### src/rtl/fifo_ram_ctrl_if.sv
// -----------------------------------------------------------------------------
// fifo_ram_ctrl_if
//
// Stream-side bundle of fifo_ram_ctrl: the producer (push) channel, the
// consumer (pop) channel, the fill level and a debug view of the output-buffer
// occupancy FSM.
//
// Handshake rule for both channels: a word moves on a rising clk edge exactly
// when valid and ready are both high in the cycle before that edge. The sender
// holds valid and data steady until the transfer happens. ready may depend
// combinationally on the current state. valid never depends on ready.
//
// Ports (names keep the controller's point of view: *_i enters the controller):
//   push_valid_i / push_ready_o / push_data_i : producer -> controller
//   pop_valid_o  / pop_ready_i  / pop_data_o  : controller -> consumer
//   count_o                                   : total words held
//   dbg_occ_o                                 : occupancy FSM state (0/1/2)
//
// Modports:
//   master : producer/consumer side (testbench or surrounding logic)
//   slave  : the controller itself
//
// CNT_WIDTH must equal $clog2(DATA_DEPTH+3) of the controller it is bound to.
// -----------------------------------------------------------------------------
interface fifo_ram_ctrl_if #(
  parameter int DATA_WIDTH = 32,
  parameter int CNT_WIDTH  = 9
);

  logic                  push_valid_i;
  logic                  push_ready_o;
  logic [DATA_WIDTH-1:0] push_data_i;

  logic                  pop_valid_o;
  logic                  pop_ready_i;
  logic [DATA_WIDTH-1:0] pop_data_o;

  logic [CNT_WIDTH-1:0]  count_o;
  logic [1:0]            dbg_occ_o;

  modport master (
    output push_valid_i,
    output push_data_i,
    output pop_ready_i,
    input  push_ready_o,
    input  pop_valid_o,
    input  pop_data_o,
    input  count_o,
    input  dbg_occ_o
  );

  modport slave (
    input  push_valid_i,
    input  push_data_i,
    input  pop_ready_i,
    output push_ready_o,
    output pop_valid_o,
    output pop_data_o,
    output count_o,
    output dbg_occ_o
  );

endinterface

### src/rtl/fifo_ram_ctrl.sv
// -----------------------------------------------------------------------------
// fifo_ram_ctrl
//
// First-word-fall-through FIFO controller in front of an external dual-port RAM
// with one cycle of read latency. Words are written through RAM port A and read
// back through port B. A two-entry output buffer absorbs the read latency so
// pop_data_o comes straight from a register and one word per cycle can be
// popped continuously.
//
// Ports:
//   clk            : sole clock, all state changes on its rising edge
//   rst            : synchronous, active-high reset
//   bus (slave)    : push/pop stream channels, count_o and dbg_occ_o
//                    (see fifo_ram_ctrl_if for the valid/ready rule)
//   ram_wr_en_o    : RAM port A enable
//   ram_wr_we_o    : RAM port A write enable
//   ram_wr_addr_o  : RAM port A address
//   ram_wr_data_o  : RAM port A write data
//   ram_rd_en_o    : RAM port B read enable
//   ram_rd_addr_o  : RAM port B address
//   ram_rd_data_i  : RAM port B read data, valid the cycle after ram_rd_en_o
//
// Capacity is DATA_DEPTH words in RAM plus one read in flight plus two words
// in the output buffer; the read-issue rule guarantees that in-flight plus
// buffered never exceeds two, so count_o tops out at DATA_DEPTH+2.
// -----------------------------------------------------------------------------
module fifo_ram_ctrl #(
  parameter int DATA_DEPTH = 256,
  parameter int DATA_WIDTH = 32
) (
  input  logic                                clk,
  input  logic                                rst,
  fifo_ram_ctrl_if.slave                      bus,

  output logic                                ram_wr_en_o,
  output logic                                ram_wr_we_o,
  output logic [$clog2(DATA_DEPTH)-1:0]       ram_wr_addr_o,
  output logic [DATA_WIDTH-1:0]               ram_wr_data_o,

  output logic                                ram_rd_en_o,
  output logic [$clog2(DATA_DEPTH)-1:0]       ram_rd_addr_o,
  input  logic [DATA_WIDTH-1:0]               ram_rd_data_i
);

  localparam int ADDR_WIDTH = $clog2(DATA_DEPTH);
  localparam int CNT_WIDTH  = $clog2(DATA_DEPTH + 3);
  // ram_cnt must represent 0..DATA_DEPTH inclusive.
  localparam int RAMC_WIDTH = ADDR_WIDTH + 1;
  localparam logic [RAMC_WIDTH-1:0] RAM_FULL = RAMC_WIDTH'(DATA_DEPTH);

  // Output-buffer occupancy. Encoding equals the number of buffered words so
  // it can be added directly into the fill level.
  typedef enum logic [1:0] {
    OCC_EMPTY = 2'd0,
    OCC_ONE   = 2'd1,
    OCC_TWO   = 2'd2
  } occ_e;

  // ---------------------------------------------------------------------------
  // State
  // ---------------------------------------------------------------------------
  occ_e                  occ_q;
  occ_e                  occ_d;
  logic                  head_q;          // index of the word at the pop port
  logic [DATA_WIDTH-1:0] ob_q [2];        // output buffer storage

  logic [ADDR_WIDTH-1:0] wr_ptr_q;
  logic [ADDR_WIDTH-1:0] rd_ptr_q;
  logic [RAMC_WIDTH-1:0] ram_cnt_q;       // words resident in RAM only
  logic                  inflight_q;      // a RAM read returns this cycle

  // ---------------------------------------------------------------------------
  // Handshake and control terms
  // ---------------------------------------------------------------------------
  logic       push_ready;
  logic       push_fire;
  logic       pop_valid;
  logic       pop_fire;
  logic       capture;
  logic       rd_issue;
  logic [2:0] slots;
  logic       tail;

  assign push_ready = !rst && (ram_cnt_q != RAM_FULL);
  assign push_fire  = bus.push_valid_i && push_ready;
  assign pop_fire   = pop_valid && bus.pop_ready_i;

  // The word coming back from RAM this cycle lands in the buffer.
  assign capture    = inflight_q;

  // Buffer positions that will be taken after this edge: words already
  // buffered plus the one arriving, minus the one leaving. A new read is only
  // issued while that leaves room, which is what makes a capture in TWO
  // impossible. Including pop_fire keeps back-to-back pops bubble-free and is
  // why pop_ready_i reaches ram_rd_en_o combinationally.
  assign slots      = {1'b0, occ_q} + {2'b00, inflight_q} - {2'b00, pop_fire};
  assign rd_issue   = !rst && (ram_cnt_q != '0) && (slots < 3'd2);

  // Next free buffer position: head when empty, the other entry when one word
  // is held. In TWO there is never a capture, so the value is unused there.
  assign tail       = head_q ^ (occ_q == OCC_ONE);

  // ---------------------------------------------------------------------------
  // Occupancy FSM: state register
  // ---------------------------------------------------------------------------
  always_ff @(posedge clk) begin
    if (rst) begin
      occ_q <= OCC_EMPTY;
    end else begin
      occ_q <= occ_d;
    end
  end

  // ---------------------------------------------------------------------------
  // Occupancy FSM: next state
  // ---------------------------------------------------------------------------
  always_comb begin
    occ_d = occ_q;
    case (occ_q)
      OCC_EMPTY: begin
        if (capture) begin
          occ_d = OCC_ONE;
        end
      end
      OCC_ONE: begin
        if (capture && !pop_fire) begin
          occ_d = OCC_TWO;
        end else if (!capture && pop_fire) begin
          occ_d = OCC_EMPTY;
        end
      end
      OCC_TWO: begin
        if (pop_fire) begin
          occ_d = OCC_ONE;
        end
      end
      default: begin
        occ_d = OCC_EMPTY;
      end
    endcase
  end

  // ---------------------------------------------------------------------------
  // Occupancy FSM: outputs
  // ---------------------------------------------------------------------------
  always_comb begin
    pop_valid     = (occ_q != OCC_EMPTY);
    bus.dbg_occ_o = occ_q;
  end

  // ---------------------------------------------------------------------------
  // Datapath registers: pointers, RAM fill, in-flight flag, buffer storage
  // ---------------------------------------------------------------------------
  always_ff @(posedge clk) begin
    if (rst) begin
      wr_ptr_q   <= '0;
      rd_ptr_q   <= '0;
      ram_cnt_q  <= '0;
      inflight_q <= 1'b0;
      head_q     <= 1'b0;
      ob_q[0]    <= '0;
      ob_q[1]    <= '0;
    end else begin
      if (push_fire) begin
        wr_ptr_q <= wr_ptr_q + ADDR_WIDTH'(1);
      end
      if (rd_issue) begin
        rd_ptr_q <= rd_ptr_q + ADDR_WIDTH'(1);
      end

      case ({push_fire, rd_issue})
        2'b10:   ram_cnt_q <= ram_cnt_q + RAMC_WIDTH'(1);
        2'b01:   ram_cnt_q <= ram_cnt_q - RAMC_WIDTH'(1);
        default: ram_cnt_q <= ram_cnt_q;
      endcase

      inflight_q <= rd_issue;

      if (capture) begin
        ob_q[tail] <= ram_rd_data_i;
      end
      if (pop_fire) begin
        head_q <= ~head_q;
      end
    end
  end

  // ---------------------------------------------------------------------------
  // Outputs
  // ---------------------------------------------------------------------------
  // Write port follows the push handshake directly; the write data is passed
  // through unconditionally and qualified by the enable.
  assign ram_wr_en_o   = push_fire;
  assign ram_wr_we_o   = push_fire;
  assign ram_wr_addr_o = wr_ptr_q;
  assign ram_wr_data_o = bus.push_data_i;

  assign ram_rd_en_o   = rd_issue;
  assign ram_rd_addr_o = rd_ptr_q;

  assign bus.push_ready_o = push_ready;
  assign bus.pop_valid_o  = pop_valid;
  assign bus.pop_data_o   = ob_q[head_q];
  assign bus.count_o      = CNT_WIDTH'(ram_cnt_q) + CNT_WIDTH'(occ_q)
                          + CNT_WIDTH'(inflight_q);

endmodule
### src/flat_wrapper.sv
// flat-port wrapper written by rule: the top's interface ports become plain ports
module fifo_ram_ctrl_flat 
#(
  parameter int DATA_DEPTH = 256,
  parameter int DATA_WIDTH = 32
)
  (clk, rst, ram_wr_en_o, ram_wr_we_o, ram_wr_addr_o, ram_wr_data_o, ram_rd_en_o, ram_rd_addr_o, ram_rd_data_i, bus_push_valid_i, bus_push_data_i, bus_pop_ready_i, bus_push_ready_o, bus_pop_valid_o, bus_pop_data_o, bus_count_o, bus_dbg_occ_o);
  fifo_ram_ctrl_if #(.DATA_WIDTH(DATA_WIDTH)) bus_i ();
  input  logic clk;
  input  logic rst;
  output logic ram_wr_en_o;
  output logic ram_wr_we_o;
  output logic [$clog2(DATA_DEPTH)-1:0] ram_wr_addr_o;
  output logic [DATA_WIDTH-1:0] ram_wr_data_o;
  output logic ram_rd_en_o;
  output logic [$clog2(DATA_DEPTH)-1:0] ram_rd_addr_o;
  input  logic [DATA_WIDTH-1:0] ram_rd_data_i;
  input wire logic [$bits(bus_i.push_valid_i)-1:0] bus_push_valid_i;
  input wire logic [$bits(bus_i.push_data_i)-1:0] bus_push_data_i;
  input wire logic [$bits(bus_i.pop_ready_i)-1:0] bus_pop_ready_i;
  output wire logic [$bits(bus_i.push_ready_o)-1:0] bus_push_ready_o;
  output wire logic [$bits(bus_i.pop_valid_o)-1:0] bus_pop_valid_o;
  output wire logic [$bits(bus_i.pop_data_o)-1:0] bus_pop_data_o;
  output wire logic [$bits(bus_i.count_o)-1:0] bus_count_o;
  output wire logic [$bits(bus_i.dbg_occ_o)-1:0] bus_dbg_occ_o;
  assign bus_i.push_valid_i = bus_push_valid_i;
  assign bus_i.push_data_i = bus_push_data_i;
  assign bus_i.pop_ready_i = bus_pop_ready_i;
  assign bus_push_ready_o = bus_i.push_ready_o;
  assign bus_pop_valid_o = bus_i.pop_valid_o;
  assign bus_pop_data_o = bus_i.pop_data_o;
  assign bus_count_o = bus_i.count_o;
  assign bus_dbg_occ_o = bus_i.dbg_occ_o;
  fifo_ram_ctrl #(.DATA_DEPTH(DATA_DEPTH), .DATA_WIDTH(DATA_WIDTH)) u_core (.clk(clk), .rst(rst), .bus(bus_i), .ram_wr_en_o(ram_wr_en_o), .ram_wr_we_o(ram_wr_we_o), .ram_wr_addr_o(ram_wr_addr_o), .ram_wr_data_o(ram_wr_data_o), .ram_rd_en_o(ram_rd_en_o), .ram_rd_addr_o(ram_rd_addr_o), .ram_rd_data_i(ram_rd_data_i));
endmodule
### config.mk
export PLATFORM = sky130hd
export DESIGN_NAME = fifo_ram_ctrl_flat
export DESIGN_NICKNAME = d
export VERILOG_FILES = /design/src/rtl/fifo_ram_ctrl_if.sv /design/src/rtl/fifo_ram_ctrl.sv /design/src/flat_wrapper.sv
export SDC_FILE = /design/constraint.sdc
export NUM_CORES = 1
export LEC_CHECK = 0
export CAP_MARGIN = 20
export CORE_ASPECT_RATIO = 0.8
export CORE_MARGIN = 3
export CORE_UTILIZATION = 41
export DETAILED_ROUTE_END_ITERATION = 8
export PLACE_DENSITY = 0.71
export SKIP_CTS_REPAIR_TIMING = 1
export SYNTH_ARGS = -nofsm -noshare
export SYNTH_HDL_FRONTEND = slang
export SYNTH_SLANG_ARGS = --single-unit
### constraint.sdc
create_clock -name clk -period 4.6 [get_ports clk]
set_input_delay 0.92 -clock clk [delete_from_list [all_inputs] [get_ports clk]]
set_output_delay 0.92 -clock clk [all_outputs]
set_load 0.05 [all_outputs]
# == Word-level counts from Yosys, hierarchy flattened ==
# Memory sizes are Yosys's and may differ from the RTL's. A register that Yosys moved wholly into a read port is not among the register bits.
# Index checks and enable logic that the tools add are counted.
# Widths: inputs -> output; s select.
# word_totals
ff_bits,29
ramBits,64
inputBits,68
out_inout_bits,96
memories,1
# memory_table
memory,words,width,read_ports,rd_ports_with_merged_regs,wr,line_no,rtl
u_core.ob_q,2,32,1,1,2,fifo_ram_ctrl.sv:65,logic [DATA_WIDTH-1:0] ob_q [2];
# classes
n_addsub,8
order_cmp,1
eq_ne,8
n_mux,16
bitwise,2
reduce_logical,16
# ops
op,n
$mux 32,1
$reduce_or 32->1,1
$pmux 9 s2,1
$add 8x1->8 const B,2
$add 9x1->9,1
$add 9x1->9 const B,1
$add 9x2->9,1
$mux 1,9
$ne 9x9->1 const B,1
$reduce_bool 9->1,1
$sub 9x1->9 const B,1
$mux 2,4
$logic_and 1x1->1,7
$pmux 2 s3,1
$eq 2x1->1 const B,2
$eq 2x2->1 const B,2
$ne 2x1->1 const B,2
$reduce_bool 2->1,2
$add 2x1->3,1
$logic_not 1->1,3
$lt 3x2->1 const B,1
$ne 3x3->1 const B,1
$reduce_and 3->1,1
$sub 3x1->3,1
other kinds (3),3

# == Depth between registers and ports, before layout ==
# depth
depth_word,7
depth_mapped,16
ltp_nobuf,16

# == Worst setup path before layout ==
# Ideal clock, no wire load.
# synth_timing
path_type,register to register
start,"register u_core.occ_q[1], in the netlist u_core.bus.dbg_occ_o[1]"
end,register u_core.ram_cnt_q[5]
t_arrival_ns,4.844
t_required_ns,4.480
slack_ns,-0.364
stages_incl_launch_ff,17
n_path_buf,0
synth_period_minus_slack_ns,4.964
path_cell_list,dfxtp_1 > or2_2 > nand2_1 > inv_1 > ha_1 > nand2b_1 > fa_1 > nor2b_1 > nand3_1 > nor2_2 > ha_1 > ha_1 > and2_1 > a22o_1 > o21ai_0 > nor4_1 > a211o_1
# synth_via
elab_chain_len,7
word_cells_on_any_way,10
cone_classes,add/sub: 2; order compare: 1; eq/ne: 2; mux: 1; reduce/logical: 4
# synth_lines
item,line_no,rtl
from (decl),fifo_ram_ctrl.sv:62,occ_e occ_q;
from (signal assigned),fifo_ram_ctrl.sv:108,occ_q <= OCC_EMPTY;
from (signal assigned),fifo_ram_ctrl.sv:110,occ_q <= occ_d;
$reduce_bool 2->1 *,fifo_ram_ctrl.sv:147,pop_valid = (occ_q != OCC_EMPTY);
via bus_pop_valid_o,flat_wrapper.sv:22,output wire logic [$bits(bus_i.pop_valid_o)-1:0] bus_pop_valid_o;
$logic_and 1x1->1 *,fifo_ram_ctrl.sv:86,assign pop_fire = pop_valid && bus.pop_ready_i;
via u_core.pop_fire,fifo_ram_ctrl.sv:78,logic pop_fire;
$sub 3x1->3 *,fifo_ram_ctrl.sv:96,"assign slots = {1'b0, occ_q} + {2'b00, inflight_q} - {2'b00, pop_fire};"
$lt 3x2->1 *,fifo_ram_ctrl.sv:97,assign rd_issue = !rst && (ram_cnt_q != '0) && (slots < 3'd2);
$logic_and 1x1->1 *,fifo_ram_ctrl.sv:97,
via ram_rd_en_o,flat_wrapper.sv:15,output logic ram_rd_en_o;
$eq 2x1->1 / $eq 2x2->1 (equally long branches),fifo_ram_ctrl.sv:171,"case ({push_fire, rd_issue})"
$pmux 9 s2 / $reduce_bool 2->1 (equally long branches),n/a,
to (signal assigned),fifo_ram_ctrl.sv:172,2'b10: ram_cnt_q <= ram_cnt_q + RAMC_WIDTH'(1);
to (signal assigned),fifo_ram_ctrl.sv:173,2'b01: ram_cnt_q <= ram_cnt_q - RAMC_WIDTH'(1);
to (signal assigned),fifo_ram_ctrl.sv:174,default: ram_cnt_q <= ram_cnt_q;
to (decl),fifo_ram_ctrl.sv:69,logic [RAMC_WIDTH-1:0] ram_cnt_q;
# The timed path passes the listed nets; every way through them passes the cells marked *.
# A chain may end at the register's enable or synchronous reset.

# == Final worst setup path ==
# layout_timing
start,input bus_pop_ready_i
end,register u_core.ram_cnt_q[8]
# layout_via
elab_chain_len,6
word_cells_on_any_way,8
cone_classes,add/sub: 1; order compare: 1; eq/ne: 2; mux: 1; reduce/logical: 3
# layout_lines
item,line_no,rtl
from (decl),flat_wrapper.sv:20,input wire logic [$bits(bus_i.pop_ready_i)-1:0] bus_pop_ready_i;
$logic_and 1x1->1 *,fifo_ram_ctrl.sv:86,
via u_core.pop_fire,fifo_ram_ctrl.sv:78,
$sub 3x1->3 *,fifo_ram_ctrl.sv:96,
$lt 3x2->1 *,fifo_ram_ctrl.sv:97,
$logic_and 1x1->1 *,fifo_ram_ctrl.sv:97,
$eq 2x1->1 / $eq 2x2->1 (equally long branches),fifo_ram_ctrl.sv:171,
$pmux 9 s2 / $reduce_bool 2->1 (equally long branches),n/a,
# Marked as above.

==> out/results.ini <==
[hold_path]
hp-class = reg -> reg

[finish]
post-route-util_pct = 52.9
finalNetCount = 583
multi_input_area_mm2 = 0.00205
antennaDiodeCount = 0
final_cells = 651
syn2layout_area_growth_pct = 25.0
fill_cells = 1005
layout_commonest_cell = clkdlybuf4s50_1
ff_latch_area_mm2 = 0.00252
layout-drive-gt1-share_pct = 13.7
final_cell_mix = clkdlybuf4s50_1 (96), and2_1 (69), edfxtp_1 (64), nor2_1 (31), dfxtp_1 (28)
fin_area_mm2 = 0.00617

[worst_setup_path]
required_ps = 4850
critical_path.cell_chain = clkdlybuf4s50_1, nand2_1, inv_1, ha_1, nand2b_1, fa_1, nor2b_1, nand3_1, nor2_4, ha_1, buf_4, ha_1, nor4_1, o21ai_1, a21o_1, a31o_2, a21oi_1
worstSetupStartpointType = input port
critPathSlowestCell = clkdlybuf4s50_1
worst_path_most_repeated_cell = ha_1
crit_arrival_ps = 4530
crit_buf_inv = 3
criticalPathCategory = in -> reg
slowest_delay_ps = 510
worstPathMaxFanout = 6
cpLargestDelayFamily = adder cells
end_kind = register

[cts]
clk_latency_ps = 340
cts_root_buffer = clkbuf_16
clockBufferDepth = 2
h-tree-depth = 3
tritoncts = done
clk_pin_slew_worst_paths_ps = 70
clock_sinks = 94
cts_buffers = 9

[synth]
syn-cell-area_mm2 = 0.00493
ys_warn_count = 0
avgSynthCellArea_um2 = 11.5
synth_compound_area_share_pct = 4.97
synth_fa_ha_area_share_pct = 4.92
synth_xor_area_share_pct = 4.26
synth-seq-cells = 94
synth_seq_area_share_pct = 51.1
yosys.area_share.simple_pct = 19.5
ys_types = 50
synth_async_sr_flop_share_pct = 0
syn_nets = 515
synth_edf_count = 64
synth_top_family_by_area = simple AND/OR/NAND/NOR gates
syn_inst = 430
muxShareOfSynthArea_pct = 7.71
synthFlopType = edfxtp_1

[timing]
setup_tns_ps = 0
setup_viol = 0
grt_setup_unrepaired = no
max_slew_margin_pct = 43.0
fin_ws_ps = 325
tightest_slew_ps = 854
period_share_pct = 92.9
report.final.hold_viol_count = 0
fin_crit_ps = 4280
skew_ps = 9.12
fmax_mhz = 234
slew_viol_final = 0

[placed_design]
dpl_cell_area_mm2 = 0.00589
gp_congestion = 0.870
port_buffers = 99
post-place-ws_ps = 15.9
dpl.cell_count = 635
dp_hpwl_mm = 7.01

[route]
ant_nets = 0
dr_total_vias = 3336
viasPerCell = 5.12
wl_mm = 10.3
drc = 0
post_drt_wl_per_cell_um = 15.8
first_pass_iters = 4
drtIter0Drc = 193

[floorplanning]
num_rows = 35
initial_core_util_pct = 42.3
die_w_um = 129
io_pins = 164
dieArea_mm2 = 0.0134
die_h_um = 104
core_area_mm2 = 0.0116

[grt]
grt_max_degree = 34
grt_usage_pct = 15.8
overflow = 0
grt_pass1_wl_mm = 16.9
antenna_found_initial = 0
grt_pass1_vias = 3373

[power_and_ir_drop]
netSwitchingPower_mw = 1.38
p_per_area_mw_per_mm2 = 549
internal_power_mw = 2.00
swShare_pct = 40.9
vdd_drop_max_mv = 0.455
comb_power_share_pct = 46.1
p_clk_share_pct = 20.6
pwr-share-seq_pct = 33.3
leakage_nw = 2.39

[run]
maxCapViolations = 0

[run_status]
status = finished, final reports clean

## final timing paths
path                           startpoint                 endpoint  slack (ps)  depth (start not counted)
setup / recovery          bus_pop_ready_i      u_core.ram_cnt_q[8]         320                         17
hold / removal    u_core.ram_wr_addr_o[1]  u_core.ram_wr_addr_o[1]         510                          2
setup reg to reg  u_core.bus.dbg_occ_o[1]      u_core.ram_cnt_q[8]         660                         17
hold reg to reg   u_core.ram_wr_addr_o[1]  u_core.ram_wr_addr_o[1]         510                          2
## flip-flops by register name, indices dropped and copies added, names as in the netlist, named ones only
signal	flops
u_core.ram_cnt_q	9
u_core.bus.dbg_occ_o	2
u_core.ram_wr_addr_o	8
u_core.head_q	1
u_core.ob_q	64
u_core.capture	1
u_core.ram_rd_addr_o	8
## cell usage after synthesis (all sizes together), types with 5 or more instances
cell    count  area [µm²]
nor2       33         126
nand2b      5        31.3
xor2       10        87.6
o21ai       9        45.0
clkbuf      8        30.0
edfxtp     64        1920
xnor2      14         123
a21oi       9        45.0
nand2      10        37.5
mux2       32         360
nor4        7        95.1
and2       69         432
and3        6        37.5
dfxtp      30         601
inv        11        41.3
ha         13         163
nand3       9        45.0
buf        43         300
nand4       8        50.1
## layer usage
| layer | global-route usage (%) | wire length [µm] | part of all wire (%) | vias up |
|---|---|---|---|---|
| met5 | 0 | 0 | 0 | - |
| met4 | 5.62 | 185 | 1.8 | 0 |
| met3 | 3.59 | 520 | 5.1 | 26 |
| met2 | 25.2 | 4850 | 47 | 104 |
| met1 | 21.0 | 4700 | 46 | 1602 |
| li1 | - | - | - | 1604 |
## cells by family after synthesis
group,Yosys count
xor+xnor,24
mux,34
buf+inv,62
fa+ha+maj,17
flops,94
simple gates,163
compound gates,36
## area by class of cell
type | count | area share (%)
clock buffers | 9 | 3.65
clock inverters | 7 | 0.893
inverters | 11 | 0.670
multi-input cells | 274 | 33.2
flip-flops and latches | 94 | 40.9
well taps | 148 | 3.00
repair buffers | 108 | 17.7
## worst min-delay path, stage by stage (launching register included)
cell,delay [ps]
dfxtp_1,340
nand2b_1,70
o21ai_0,60
## stage by stage
stage               hold WS [ps]  power, mW
floorplan                    514       2.32
global placement             491       2.68
detailed placement           502       2.71
CTS                          514       3.42
global route                 552       3.58
finish                       513       3.38
## power groups by stage
stage	logic, mW	registers [mW]	clock network (mW)
after floorplan	1.16	1.16	0
after global placement	1.54	1.14	0
after detailed placement	1.56	1.15	0
after CTS	1.57	1.13	0.721
after global routing	1.68	1.14	0.756
final	1.56	1.13	0.697
Power figures use the tool's default switching activity.
